$ cat config.mk
export PLATFORM = sky130hd
export DESIGN_NAME = divider_32bit
export DESIGN_NICKNAME = d
export VERILOG_FILES = /design/src/rtl/div32_pkg.sv /design/src/rtl/divider_32bit_div_step.sv /design/src/rtl/divider_32bit.sv
export SDC_FILE = /design/constraint.sdc
export NUM_CORES = 1
export LEC_CHECK = 0
export ABC_AREA = 1
export CAP_MARGIN = 20
export CORE_ASPECT_RATIO = 2
export CORE_MARGIN = 2
export CORE_UTILIZATION = 31
export CTS_BUF_LIST = sky130_fd_sc_hd__clkbuf_16
export DETAILED_ROUTE_END_ITERATION = 7
export GPL_ROUTABILITY_DRIVEN = 1
export PLACE_DENSITY_LB_ADDON = 0.15
export SYNTH_ARGS = -nofsm -noshare
export SYNTH_HDL_FRONTEND = slang
export SYNTH_SLANG_ARGS = --single-unit
$ cat constraint.sdc
create_clock -name clk -period 14.51 [get_ports clk]
set_clock_uncertainty 0.05 [all_clocks]
set_input_delay 4.353 -clock clk [delete_from_list [all_inputs] [get_ports clk]]
set_output_delay 4.353 -clock clk [all_outputs]
set_load 0.02 [all_outputs]
$ cat src/rtl/div32_pkg.sv
// Shared constants, state encoding and helpers for the 32-bit iterative divider.
// Build option: SIGNED_DIV_EN selects two's-complement operands (default unsigned).
package div32_pkg;

  localparam int unsigned WIDTH   = 32;
  localparam int unsigned COUNT_W = 5;

  typedef enum logic [1:0] {
    IDLE = 2'd0,
    RUN  = 2'd1,
    DONE = 2'd2
  } state_t;

  // Quotient reported for a zero divisor
  localparam logic [WIDTH-1:0] DIV0_Q = {WIDTH{1'b1}};

  // Two's-complement magnitude; 32'h8000_0000 maps to itself, which is the
  // correct unsigned magnitude
  function automatic logic [WIDTH-1:0] magnitude(input logic [WIDTH-1:0] x);
    return x[WIDTH-1] ? WIDTH'(~x + 1'b1) : x;
  endfunction

  // Conditional two's-complement negate
  function automatic logic [WIDTH-1:0] cond_negate(input logic [WIDTH-1:0] x,
                                                    input logic            neg);
    return neg ? WIDTH'(~x + 1'b1) : x;
  endfunction

endpackage

$ cat src/rtl/divider_32bit_div_step.sv
// One restoring shift-and-subtract step: shift in the next dividend bit, try
// subtracting the divisor, keep the difference when it does not borrow.
module div_step #(
  parameter int unsigned WIDTH = 32
) (
  input  logic [WIDTH:0]   rem_in,
  input  logic             bit_in,
  input  logic [WIDTH-1:0] divisor,
  output logic [WIDTH:0]   rem_out,
  output logic             q_bit
);

  logic [WIDTH:0] shifted;
  logic [WIDTH:0] diff;

  // Trial subtraction with an explicit borrow in the top bit
  always_comb begin
    shifted = {rem_in[WIDTH-1:0], bit_in};
    diff    = shifted - {1'b0, divisor};
    q_bit   = ~diff[WIDTH];
    rem_out = q_bit ? diff : shifted;
  end

endmodule

$ cat src/rtl/divider_32bit.sv
// Multi-cycle 32-bit divider, one quotient bit per clock, start/done handshake.
// Build option: SIGNED_DIV_EN enables truncating two's-complement division.
module divider_32bit
  import div32_pkg::*;
#(
  parameter int unsigned WIDTH = div32_pkg::WIDTH
) (
  input  logic             clk,
  input  logic             rst,
  input  logic             start,
  input  logic [WIDTH-1:0] A,
  input  logic [WIDTH-1:0] B,
  output logic             busy,
  output logic             done,
  output logic [WIDTH-1:0] Q,
  output logic [WIDTH-1:0] R,
  output logic             div_by_zero
);

  localparam logic [COUNT_W-1:0] LAST_COUNT = COUNT_W'(WIDTH - 1);

  state_t             state;
  logic [COUNT_W-1:0] count;
  logic [WIDTH-1:0]   q_sr;
  logic [WIDTH:0]     p_reg;
  logic [WIDTH-1:0]   b_reg;
  logic [WIDTH-1:0]   a_raw;
  logic               dz;
`ifdef SIGNED_DIV_EN
  logic               neg_q;
  logic               neg_r;
`endif

  logic [WIDTH:0]     rem_next;
  logic               q_bit;
  logic [WIDTH-1:0]   q_next;
  logic [WIDTH-1:0]   q_final;
  logic [WIDTH-1:0]   r_final;

  div_step #(.WIDTH(WIDTH)) u_step (
    .rem_in  (p_reg),
    .bit_in  (q_sr[WIDTH-1]),
    .divisor (b_reg),
    .rem_out (rem_next),
    .q_bit   (q_bit)
  );

  // Result of the current step, with sign fix-up when signed division is built
  always_comb begin
    q_next = {q_sr[WIDTH-2:0], q_bit};
`ifdef SIGNED_DIV_EN
    q_final = cond_negate(q_next, neg_q);
    r_final = cond_negate(rem_next[WIDTH-1:0], neg_r);
`else
    q_final = q_next;
    r_final = rem_next[WIDTH-1:0];
`endif
  end

  // Control FSM, iteration datapath and result registers
  always_ff @(posedge clk or posedge rst) begin
    if (rst) begin
      state       <= IDLE;
      count       <= '0;
      q_sr        <= '0;
      p_reg       <= '0;
      b_reg       <= '0;
      a_raw       <= '0;
      dz          <= 1'b0;
      busy        <= 1'b0;
      done        <= 1'b0;
      Q           <= '0;
      R           <= '0;
      div_by_zero <= 1'b0;
`ifdef SIGNED_DIV_EN
      neg_q       <= 1'b0;
      neg_r       <= 1'b0;
`endif
    end else begin
      done <= 1'b0;
      case (state)
        IDLE: begin
          if (start) begin
`ifdef SIGNED_DIV_EN
            q_sr  <= magnitude(A);
            b_reg <= magnitude(B);
            neg_q <= A[WIDTH-1] ^ B[WIDTH-1];
            neg_r <= A[WIDTH-1];
`else
            q_sr  <= A;
            b_reg <= B;
`endif
            a_raw <= A;
            p_reg <= '0;
            dz    <= (B == '0);
            // A zero divisor takes a single pass through RUN so done lands
            // one cycle after acceptance
            count <= (B == '0) ? LAST_COUNT : '0;
            busy  <= 1'b1;
            state <= RUN;
          end
        end
        RUN: begin
          p_reg <= rem_next;
          q_sr  <= q_next;
          count <= count + 1'b1;
          if (count == LAST_COUNT) begin
            state       <= DONE;
            done        <= 1'b1;
            Q           <= dz ? DIV0_Q : q_final;
            R           <= dz ? a_raw  : r_final;
            div_by_zero <= dz;
          end
        end
        DONE: begin
          busy  <= 1'b0;
          state <= IDLE;
        end
        default: begin
          busy  <= 1'b0;
          state <= IDLE;
        end
      endcase
    end
  end

endmodule

==> results.sh <==
export IMPL_netlist_top_cells_count="nand2_1 (549), inv_1 (238), dfrtp_1 (203)"
export IMPL_wl_per_cell_um=16.7
export IMPL_drt_initial_drc_count=504
export IMPL_cts_sinks=203
export IMPL_gp_congestion=0.917
export IMPL_synth_edf_count=0
export IMPL_areaGrowthSynthToFinish_pct=22.1
export IMPL_drc=0
export IMPL_vias=9799
export IMPL_grt_pass1_wl_um=55200
export IMPL_cts_buffers=22
export IMPL_drtAntennaViolNets=0
export IMPL_cp_cell_sequence="clkdlybuf4s50_1 > nand2_1 > nor2_4 > buf_4 > inv_1 > nor2_1 > nand4_1 > o211ai_1"
export IMPL_cp_start_kind="input pin"
export IMPL_ys_types=34
export IMPL_dpl_hpwl_um=26400
export IMPL_n_fill_cell=3686
export IMPL_groute_usage_overall=0.183
export IMPL_firstDrtPassIters=6
export IMPL_synthArstFlopShare=1.00
export IMPL_max_freq_mhz=166
export IMPL_h_tree_depth=1
export IMPL_drv_cap=0
export IMPL_timing_rr_start="q_sr[31]"
export IMPL_power_leakage_nw=7.07
export IMPL_worst_setup_path_type="input pin to flip-flop"
export IMPL_final_hold_viol_count=0
export IMPL_die_y_um=273
export IMPL_hold_slack_ns=0.429
export IMPL_ys_ff_latch=203
export IMPL_syn_nets=1607
export IMPL_synth_top_area_share=0.454
export IMPL_netlist_area_um2=11200
export IMPL_yosysSeqAreaShare=0.454
export IMPL_routed_wl_um=34800
export IMPL_fp_row_count=98
export IMPL_slowest_stage="clkdlybuf4s50_1"
export IMPL_setup_violations=0
export IMPL_start_util=0.313
export IMPL_r2r_slack_ns=10.82
export IMPL_multi_input_area_um2=4970
export IMPL_cts_resized=0
export IMPL_final_nets=1721
export IMPL_drive_gt1_frac=0.0540
export IMPL_yosys_area_top_type="dfrtp_1"
export IMPL_synth_flop_cell="dfrtp_1"
export IMPL_diodes=0
export IMPL_grt_pass1_vias=9941
export IMPL_cts_buffer_depth=3
export IMPL_dieArea_um2=37700
export IMPL_cts_tree="built"
export IMPL_regArea_um2=5080
export IMPL_crit_fanout=61
export IMPL_min_delay_worst_endpoint="R[6]"
export IMPL_clkLatencyLatePin_ns=0.52
export IMPL_min_path_type="flip-flop to flip-flop"
export IMPL_relSlewSlack=0.407
export IMPL_drv_slew=0
export IMPL_netlist_instances=1505
export IMPL_endpoint_kind="flip-flop"
export IMPL_hold_path_depth=2
export IMPL_fp_coreArea_um2=35700
export IMPL_die_w_um=138
export IMPL_synth_most_common_cell="nand2_1"
export IMPL_p_per_area_nw_per_um2=279
export IMPL_period_share=0.416
export IMPL_setup_tns_ns=0
export IMPL_grt_overflow=0
export IMPL_r2r_end="R[24]"
export IMPL_post_route_min_period_ns=6.04
export IMPL_crit_required_ns=14.88
export IMPL_ys_warn_count=0
export IMPL_port_buffers=133
export IMPL_cp_arrival_ns=6.41
export IMPL_ys_top_cells_by_area="dfrtp_1 (45%), nand2_1 (18%), inv_1 (8.0%), nand3_1 (4.3%), ha_1 (3.8%)"
export IMPL_hold_path_startpoint="R[6]"
export IMPL_clock_root_buffer="clkbuf_16"
export IMPL_vias_per_cell=4.71
export IMPL_reg2reg_depth=17
export IMPL_slowest_delay_ns=0.48
export IMPL_post_cts_buffers=0
export IMPL_num_io_pins=134
export IMPL_rsz0062_at_grt="no"
export IMPL_clkTransAtPathRegs_ns=0.06
export IMPL_status="finished, final reports clean"
export IMPL_syn_area_per_cell_um2=7.43
export IMPL_worst_pin_slew_ns=0.889
export IMPL_grt_max_degree=125
export IMPL_ir_drop_v=0.0000997
export IMPL_antenna_found_initial=0
export IMPL_cts_hold_fix_buffers=0
worst max-delay path by stage:
| stage | endpoint | start | slack, ns |
|---|---|---|---|
| after floorplan | Q[0] | rst | 4.57 |
| after global placement | b_reg[26] | rst | 7.79 |
| after CTS | R[25] | rst | 8.32 |
| after detailed placement | b_reg[27] | rst | 7.77 |
| final | count[2] | start | 8.47 |
| after global routing | q_sr[0] | start | 8.22 |
cell type report:
type,count,area share
Sequential cell,203,0.372
Multi-Input combinational cell,1005,0.364
Timing Repair Buffer,146,0.107
Inverter,241,0.0668
Clock buffer,23,0.0421
Tap cell,450,0.0412
Clock inverter,13,0.00687
worst max-delay path, delay by kind of cell:
family	cells	cell delay (ns)
AO/OA/AOI/OAI	1	0.20
buffers and inverters	3	1.19
AND/OR/NAND/NOR	4	0.67
stage by stage:
step	instance area (µm²)	std cells	util	worst slack [ns]	total power [W]
6_report	13700	2081	0.383	8.47	0.00380
5_1_grt	13700	2081	0.383	8.22	0.00417
4_1_cts	13600	2080	0.382	8.32	0.00385
3_5_place_dp	13000	2044	0.363	7.77	0.00329
3_3_place_gp	12900	2043	0.363	7.79	0.00327
2_1_floorplan	11200	1505	-	4.57	0.00260
per-layer routing:
| metal | vias to the layer above | part of all wire | global-route usage |
|---|---|---|---|
| met3 | 59 | 0.027 | 0.0168 |
| met5 | - | 0 | 0 |
| met1 | 4573 | 0.39 | 0.203 |
| met2 | 197 | 0.54 | 0.358 |
| met4 | 0 | 0.037 | 0.0706 |
| li1 | 4970 | - | - |
layout by cell type, fill, tap and decap left out, types with 3 or more instances in the layout:
| cell type | instances |
|---|---|
| dfrtp_1 | 203 |
| nor3_1 | 4 |
| o211ai_1 | 3 |
| nand2_2 | 35 |
| nor2_2 | 5 |
| xnor2_1 | 4 |
| a2bb2oi_1 | 31 |
| nor4_1 | 6 |
| xor2_1 | 11 |
| ha_1 | 34 |
| o21ai_0 | 69 |
| nor2_1 | 42 |
| clkdlybuf4s50_1 | 133 |
| nand4_1 | 9 |
| nand3_1 | 97 |
| buf_4 | 11 |
| nand2_1 | 548 |
| inv_1 | 238 |
| o221ai_1 | 31 |
| o21bai_1 | 4 |
| a21oi_1 | 58 |
| clkbuf_16 | 23 |
| clkinv_1 | 8 |
power breakdown:
part | internal, W | leakage [nW] | switching, W | total [W]
combinational | 0.000796 | 4.44 | 0.00151 | 0.00231
sequential | 0.000826 | 2.30 | 0.000130 | 0.000956
clock | 0.000304 | 0.331 | 0.000233 | 0.000537
cells by family after synthesis:
kind of cell / after synthesis / share of synthesized area
flops: 203 / 0.454
xor+xnor: 15 / 0.0117
simple gates: 753 / 0.278
compound gates: 202 / 0.114
fa+ha+maj: 35 / 0.0398
buf+inv: 297 / 0.102
Note: power is estimated with default switching activity, not from simulation.
==> variant: new RTL, same flow settings <==
Put one more register stage on the output `Q`, with the module's reset. The value now appears one clock later. The other outputs are not delayed to match.
--- a/src/rtl/divider_32bit.sv
+++ b/src/rtl/divider_32bit.sv
@@ -20,2 +20,4 @@
   localparam logic [COUNT_W-1:0] LAST_COUNT = COUNT_W'(WIDTH - 1);
+
+  logic [WIDTH-1:0] Q_s0;
 
@@ -71,3 +73,3 @@
       done        <= 1'b0;
-      Q           <= '0;
+      Q_s0        <= '0;
       R           <= '0;
@@ -109,3 +111,3 @@
             done        <= 1'b1;
-            Q           <= dz ? DIV0_Q : q_final;
+            Q_s0        <= dz ? DIV0_Q : q_final;
             R           <= dz ? a_raw  : r_final;
@@ -126,2 +128,10 @@
 
+  always_ff @(posedge clk or posedge rst) begin
+    if (rst) begin
+      Q <= '0;
+    end else begin
+      Q <= Q_s0;
+    end
+  end
+
 endmodule
Check against the original RTL: not equivalent (Yosys sat finds a counterexample within 4 cycles, from zero or initial values and one cycle with rst high).
==> variant against the original RTL <==
- area after synthesis grew 5.2%
- first-iteration DRC count grew 16%
- wire length grew 3.0%
- synthesized cell count shrank 2.7%
- sequential cell count grew 32
- cell count shrank 0.91%
- cell area grew 5.4%
- critical path type unchanged
- maximum frequency shrank 9.4%
- register-to-register slack gained 0.09 ns
- total power grew 2.8%
- setup slack lost 0.62 ns
- sequential share of layout area grew 3.7 points
- sequential power grew 17%
==> variant: results <==
metrics = {
    "setup_path": {
        "crit-reg2reg-launch": "state[0]",
        "rrSetupSlack_ns": 10.91,
        "rr_worst_depth": 8,
        "reg2reg_to": "q_sr[17]",
        "timing.critical_path.arrival_ns": 7.07,
        "cpPeakStageDelay_ns": 0.80,
    },
    "routing": {
        "detail_route.iter0.violations": 584,
        "routed_via_density": 4.810,
        "vias": 9919,
        "wire_per_inst_microns": 17.36,
        "dr.pass1.iters": 5,
    },
    "cells_and_area": {
        "num-fill-cells": 3903,
        "post_route_cells_drive_above_1_share_pct": 3.815,
    },
    "clock_network": {
        "clk-insertion-delay-late_ns": 0.55,
        "number_of_cts_inserted_buffers": 25,
    },
    "logic_synthesis": {
        "synth_cells": 1465,
        "netlist-cell-type-count": 37,
        "synth_area_leaders": "dfrtp_1, nand2_1, inv_1",
        "synth.yosys.seq_area_share_pct": 49.98,
    },
    "placed_design": {
        "postPlaceCellArea_sq_um": 13590,
        "gpl.final_weighted_congestion": 0.8720,
        "detailed_place_hpwl_microns": 26880,
        "dpl.cell_count": 2019,
    },
    "power_and_ir_drop": {
        "peak_supply_drop_mv": 0.1147,
        "power.switching_fraction_pct": 46.74,
        "power.static_leakage_nw": 7.285,
    },
    "grt": {
        "grt_start_max_net_pins": 133,
        "first_global_vias": 10075,
    },
    "sta": {
        "worst_slew_pin_slew_ns": 1.009,
    },
    "outcome": {
        "status": "complete, no violations",
    },
}
## variant: changes by cell type after synthesis, sizes merged, moves of 12 or more
cell,delta
nand2,-29
o21ai,-35
nand3b,+23
a22oi,+32
a21oi,-36
dfrtp,+32
inv,-19
clkbuf,-12
## variant: logic make-up (layout without fill, tap and decap cells)
kind of cell | Yosys count | count (layout) | share of synthesized area [%]
DFF | 235 | 235 | 49.98
and+or+nand+nor | 747 | 747 | 26.43
xor gates and xnor gates | 15 | 15 | 1.117
adders and majority gates | 35 | 35 | 3.786
AOI/OAI and AO/OA | 160 | 160 | 9.613
buffers and inverters | 273 | 407 | 9.081
## variant: final cells by class
type                    instances  area [sq um]  area share (%)
inverters                     221         837.1           5.814
flip-flops and latches        235          5881           40.85
clock buffers                  25         625.6           4.346
repair buffers                144          1461           10.15
multi-input cells             957          4842           33.63
well taps                     463         579.3           4.024
clock inverters                17         170.2           1.182
## variant: metal layers
layer	GRT usage (%)	vias up	part of all wire [%]
met4	6.282	0	3.4
met1	22.38	4767	42
li1	-	4892	-
met5	0	-	0
met3	1.829	49	3.6
met2	33.00	211	51
## variant: worst min path at each step
stage	slack, ns	start	depth (start not counted)	to
final	0.33	Q_s0[24]	0	Q[24]
after global routing	0.34	Q_s0[24]	0	Q[24]
after CTS	0.33	Q_s0[24]	0	Q[24]
after detailed placement	0.31	Q_s0[24]	0	Q[24]
after global placement	0.32	Q_s0[24]	0	Q[24]
after floorplan	0.30	Q_s0[0]	0	Q[0]
## variant: power by group through the flow
stage / clock network (mW) / logic [mW] / registers [mW]
finish: 0.635 / 2.15 / 1.12
global route: 0.680 / 2.46 / 1.15
CTS: 0.657 / 2.18 / 1.13
detailed placement: 0 / 2.17 / 1.14
global placement: 0 / 2.15 / 1.14
floorplan: 0 / 1.51 / 1.13
